[config.mk]
export PLATFORM = sky130hd
export DESIGN_NAME = program_sequencer
export DESIGN_NICKNAME = d
export VERILOG_FILES = /design/src/rtl/program_sequencer.sv
export SDC_FILE = /design/constraint.sdc
export NUM_CORES = 1
export LEC_CHECK = 0
export CORE_ASPECT_RATIO = 1.75
export CORE_UTILIZATION = 25
export CTS_CLUSTER_DIAMETER = 150
export CTS_CLUSTER_SIZE = 24
export DETAILED_ROUTE_END_ITERATION = 16
export PLACE_DENSITY_LB_ADDON = 0.15
export RECOVER_POWER = 50
export SYNTH_ARGS = -nofsm -noshare
export SYNTH_HDL_FRONTEND = slang
export SYNTH_SLANG_ARGS = --single-unit
[constraint.sdc]
create_clock -name clk -period 3.6 [get_ports clk]
set_input_delay 0.72 -clock clk [delete_from_list [all_inputs] [get_ports clk]]
set_output_delay 0.72 -clock clk [all_outputs]
set_load 0.01 [all_outputs]
[src/rtl/program_sequencer.sv]
// program_sequencer: program counter and instruction fetch stage.
// Drives the program RAM address, runs a 4-phase req/ack handshake with the RAM,
// and presents each fetched word to the decoder over valid/ready. On each accept
// the decoder may redirect the pc: a jump pushes the return address onto a small
// return stack, and a return pops it.
// Optional build macro SEQ_ACK_SYNC_EN: mem_ack goes through a 2-flop
// synchronizer before the FSM sees it. Leave it undefined only when mem_ack is
// synchronous to clk.
module program_sequencer #(
  parameter int ADDR_WIDTH  = 8,
  parameter int DATA_WIDTH  = 8,
  parameter int STACK_DEPTH = 4
) (
  input  logic                  clk,
  input  logic                  rst_n,
  input  logic                  halt,
  output logic [ADDR_WIDTH-1:0] mem_addr,
  output logic                  mem_req,
  input  logic                  mem_ack,
  input  logic [DATA_WIDTH-1:0] mem_data,
  output logic [DATA_WIDTH-1:0] instr,
  output logic                  instr_valid,
  input  logic                  instr_ready,
  input  logic                  jmp,
  input  logic [ADDR_WIDTH-1:0] jmp_target,
  input  logic                  rtn,
  output logic [ADDR_WIDTH-1:0] pc,
  output logic                  stack_err
);

  localparam int SPW  = $clog2(STACK_DEPTH + 1);
  localparam int IDXW = (STACK_DEPTH > 1) ? $clog2(STACK_DEPTH) : 1;

  localparam logic [2:0] S_DRAIN   = 3'd0;
  localparam logic [2:0] S_IDLE    = 3'd1;
  localparam logic [2:0] S_REQ     = 3'd2;
  localparam logic [2:0] S_RELEASE = 3'd3;
  localparam logic [2:0] S_PRESENT = 3'd4;

  logic [2:0]            state_q, state_d;
  logic [ADDR_WIDTH-1:0] pc_q, pc_d;
  logic                  req_q, req_d;
  logic [DATA_WIDTH-1:0] instr_q, instr_d;
  logic                  vld_q, vld_d;
  logic                  err_q, err_d;
  logic [SPW-1:0]        sp_q, sp_d;
  logic [ADDR_WIDTH-1:0] stack_q [STACK_DEPTH];
  logic                  push;
  logic [ADDR_WIDTH-1:0] pc_inc;
  logic [IDXW-1:0]       top_idx;
  logic [IDXW-1:0]       push_idx;
  logic                  stack_full;
  logic                  stack_empty;
  logic                  ack_s;

`ifdef SEQ_ACK_SYNC_EN
  logic ack_meta_q, ack_sync_q;

  // Two-flop synchronizer. Reset to "ack high" so DRAIN waits until the RAM's
  // real ack level has propagated through before allowing a new request.
  always_ff @(posedge clk) begin
    if (!rst_n) begin
      ack_meta_q <= 1'b1;
      ack_sync_q <= 1'b1;
    end else begin
      ack_meta_q <= mem_ack;
      ack_sync_q <= ack_meta_q;
    end
  end

  assign ack_s = ack_sync_q;
`else
  assign ack_s = mem_ack;
`endif

  assign pc_inc      = pc_q + 1'b1;
  assign stack_full  = (sp_q == SPW'(STACK_DEPTH));
  assign stack_empty = (sp_q == '0);
  assign top_idx     = IDXW'(sp_q - 1'b1);
  assign push_idx    = IDXW'(sp_q);

  // Fetch FSM, pc redirect and stack pointer next-state.
  always_comb begin
    state_d = state_q;
    pc_d    = pc_q;
    req_d   = req_q;
    instr_d = instr_q;
    vld_d   = vld_q;
    err_d   = err_q;
    sp_d    = sp_q;
    push    = 1'b0;
    case (state_q)
      S_DRAIN: begin
        req_d = 1'b0;
        if (!ack_s) state_d = S_IDLE;
      end
      S_IDLE: begin
        if (!halt) begin
          req_d   = 1'b1;
          state_d = S_REQ;
        end
      end
      S_REQ: begin
        // Data is captured on the first cycle ack is seen; the RAM holds it
        // until req drops, so it is stable here.
        if (ack_s) begin
          instr_d = mem_data;
          req_d   = 1'b0;
          state_d = S_RELEASE;
        end
      end
      S_RELEASE: begin
        if (!ack_s) begin
          vld_d   = 1'b1;
          state_d = S_PRESENT;
        end
      end
      S_PRESENT: begin
        if (instr_ready) begin
          vld_d   = 1'b0;
          state_d = S_IDLE;
          if (jmp) begin
            pc_d = jmp_target;
            if (stack_full) begin
              err_d = 1'b1;
            end else begin
              push = 1'b1;
              sp_d = sp_q + 1'b1;
            end
          end else if (rtn) begin
            if (stack_empty) begin
              pc_d  = '0;
              err_d = 1'b1;
            end else begin
              pc_d = stack_q[top_idx];
              sp_d = sp_q - 1'b1;
            end
          end else begin
            pc_d = pc_inc;
          end
        end
      end
      default: begin
        req_d   = 1'b0;
        vld_d   = 1'b0;
        state_d = S_DRAIN;
      end
    endcase
  end

  // Control and datapath registers; reset aborts any fetch via DRAIN.
  always_ff @(posedge clk) begin
    if (!rst_n) begin
      state_q <= S_DRAIN;
      pc_q    <= '0;
      req_q   <= 1'b0;
      instr_q <= '0;
      vld_q   <= 1'b0;
      err_q   <= 1'b0;
      sp_q    <= '0;
    end else begin
      state_q <= state_d;
      pc_q    <= pc_d;
      req_q   <= req_d;
      instr_q <= instr_d;
      vld_q   <= vld_d;
      err_q   <= err_d;
      sp_q    <= sp_d;
    end
  end

  // Return-address storage; validity is tracked by sp_q, so no reset needed.
  always_ff @(posedge clk) begin
    if (push) stack_q[push_idx] <= pc_inc;
  end

  assign mem_addr    = pc_q;
  assign mem_req     = req_q;
  assign instr       = instr_q;
  assign instr_valid = vld_q;
  assign pc          = pc_q;
  assign stack_err   = err_q;

endmodule

==> metrics.md <==
| Metric | Value |
|---|---|
| Register share of total power | `0.464` |
| Synth Register Bits | `between 50 and 60` |
| Leak Pwr | `1.13 nW` |
| CP max FO | `15` |
| Remaining DRCs | `0` |
| Req. time, crit path | `roughly 3800 ps` |
| Cts hold-fix bufs | `0` |
| Psw | `about 320 uW` |
| Via count | `~1900` |
| WL final | `6.39 mm` |
| Vias in the first global route | `1957` |
| R2r worst-path depth | `6` |
| Max_cap viols | `0` |
| Final worst-path cycle share | `0.668` |
| Comb pwr share | `0.047` |
| Synth top area share | `0.358` |
| H-tree depth | `3` |
| Least-Margin Pin Slew | `between 800 and 900 ps` |
| Min-delay src | `stack_err` |
| I/O pin cnt | `50` |
| Post-place setup slack | `a little under 900 ps` |
| Syn Inst Count | `229` |
| Pins Over Slew Limit | `0` |
| Worst hold path cell count | `1` |
| Hold Crit Class | `reg2reg` |
| Die area | `11200 sq um` |
| GPL Wtd Cong | `0.709` |
| Seq/Total Area, Yosys | `0.545` |
| RSZ-0062 raised after global routing | `no` |
| Final-layout fill cell count | `about 1000` |
| CTS Buffer Depth | `2` |
| Dpl cells | `roughly 390` |
| Worst setup path startpoint | `jmp` |
| Final Critical Period | `around 2400 ps` |
| Largest net degree at the start of global routing | `25` |
| Multi-input gate area | `roughly 1100 sq um` |
| Initial drt markers | `86` |
| Mean Syn Cell Area | `~12 sq um` |
| Worst-path clk slew | `around 40 ps` |
| Achievable frequency | `between 400 and 500 MHz` |
| Port bufs | `roughly 50` |
| Synth Net Count | `between 200 and 300` |
| Final-report hold violation count | `0` |
| Initial antenna violation count | `0` |
| Total gr overflow | `0` |
| Global-route wire length before repair | `between 10 and 15 mm` |
| Worst Skew | `7.26 ps` |
| Row count | `about 50` |
| Initial core utilization | `0.259` |
| Sequential cell area | `about 1500 sq um` |
| # nets final | `300` |
| Most common cell after layout, fill and taps aside | `clkdlybuf4s50_1` |
| Most frequent cells in the layout | `35 x clkdlybuf4s50_1, 32 x edfxtp_1, 25 x dfxtp_1, 18 x nand2_1` |
| Detail Route Antenna Nets | `0` |
| Clk pwr share | `0.489` |
| Die Ht | `about 140 um` |
| Ant. Diodes | `0` |
| Total CTS buffers | `9` |
| Post-CTS setup buffers | `0` |
| Post-cts sizing count | `0` |
| Wire per inst | `approximately 16 um` |
| Switching Share | `0.212` |
| Yosys top cell by area | `edfxtp_1` |
| DP Wirelength | `about 4.5 mm` |
| Kind of critical path | `in2reg` |
| PwrDens | `between 400 and 500 nW/um^2` |
| Status | `complete, no violations` |
| GR Util All Layers | `0.129` |
| Chip width | `roughly 80 um` |
| Clk_lat worst skew | `around 320 ps` |
| Final worst slack | `1200 ps` |
| Core ar. | `just over 10000 sq um` |
| Total negative slack | `0 ps` |
| Crit path DAT | `approximately 2600 ps` |
| Largest vdd supply drop | `257 uV` |
| Finish-stage setup viols | `0` |
| Clock sinks | `between 50 and 60` |
| RR Startpoint | `sp_q[0]` |
| Clock root cell | `clkbuf_16` |
| Relative slew slack | `0.410` |
| Synth Warn # | `0` |
| Internal power | `~1.2 mW` |
| P&R area growth vs syn | `29.6%` |
| Layout cells sized above 1 | `0.105` |
| Vias per cell | `roughly 4.7` |
| Synthesized area | `2680 sq um` |
| Worst Setup End Kind | `flop` |
| TritonRoute pass-1 iters | `4` |
| Ranking of synthesized cells by area | `edfxtp_1 36%, dfxtp_1 19%, mux4_2 6.7%` |
| Final core utilization | `0.336` |
| TritonCTS clock tree | `done` |
| Library cells used by synthesis | `47` |
| Startpoint types | `primary input` |
| Final Non-Filler Cells | `about 400` |
## cell families (layout without fill, tap and decap cells)
logic type               count (synthesis)  after routing  synth area share
adder cells (fa/ha/maj)                  6              6            0.0280
flip-flops                              57             57             0.545
AND/OR/NAND/NOR                         75             75             0.152
multiplexers                            17             17             0.101
XOR/XNOR                                 4              4            0.0131
buffers and inverters                   29             75            0.0592
AO/OA/AOI/OAI                           41             41             0.103
## power groups by stage
stage / registers [mW] / clock network (mW) / logic, mW
after floorplan: 0.705 / 0 / 0.0400
after global placement: 0.711 / 0 / 0.0746
after detailed placement: 0.710 / 0 / 0.0742
after CTS: 0.697 / 0.759 / 0.0746
after global routing: 0.697 / 0.786 / 0.0790
final: 0.697 / 0.735 / 0.0713
## sequential cells by signal, summed over array words and instances (netlist names)
register / flops
mem_req: 1
mem_addr: 8
sp_q: 3
instr: 8
stack_err: 1
state_q: 3
stack_q: 32
instr_valid: 1
## per-layer routing
| metal | vias to the layer above | part of all wire | global-route usage |
|---|---|---|---|
| met5 | - | 0 | 0 |
| met4 | 0 | 0.033 | 0.0761 |
| met3 | 14 | 0.046 | 0.0342 |
| met2 | 58 | 0.51 | 0.210 |
| met1 | 901 | 0.41 | 0.148 |
| li1 | 931 | - | - |
## cell type report
cell class,instances,area share
Sequential cell,57,0.420
Multi-Input combinational cell,143,0.304
Timing Repair Buffer,53,0.150
Clock buffer,11,0.0669
Tap cell,127,0.0457
Inverter,7,0.00755
Clock inverter,4,0.00647
## cells in the mapped netlist, drive strengths merged
| cell | instances |
|---|---|
| a211o | 1 |
| o21a | 4 |
| a221oi | 3 |
| xor2 | 2 |
| nand2b | 9 |
| and2 | 1 |
| nand4 | 3 |
| a41oi | 3 |
| or2 | 3 |
| o32a | 1 |
| or4b | 1 |
| edfxtp | 32 |
| and4bb | 1 |
| o31ai | 1 |
| o22a | 1 |
| clkbuf | 5 |
| and4 | 2 |
| nand3b | 1 |
| nand2 | 18 |
| a31oi | 2 |
| nor3 | 6 |
| a21boi | 1 |
| o31a | 2 |
| or4 | 1 |
| nand4bb | 1 |
| inv | 7 |
| mux2i | 9 |
| buf | 17 |
| a311oi | 3 |
| o21ai | 10 |
| nor2 | 14 |
| nor4 | 1 |
| a21oi | 9 |
| nand3 | 7 |
| mux4 | 8 |
| nand4b | 1 |
| xnor2 | 2 |
| dfxtp | 25 |
| or3 | 5 |
| ha | 6 |
## through the flow
step                      power (mW)  cell area, sq um  hold WS, ps
final                           1.50              3480          458
after global routing            1.56              3480          492
after CTS                       1.53              3490          473
after detailed placement       0.784              3230          458
after global placement         0.785              3230          452
after floorplan                0.745              2680          483
## final timing paths
check                           slack (ps)           to
worst max-delay path                  1200      sp_q[2]
worst max register to register        1410  mem_addr[4]
worst min-delay path                   460    stack_err
worst min register to register         460    stack_err
## critical path: stages
cell             delay, ps
clkdlybuf4s50_1        730
inv_2                  310
a31oi_1                210
or4_1                  520
a21oi_1                140
Note: power is estimated with default switching activity, not from simulation.
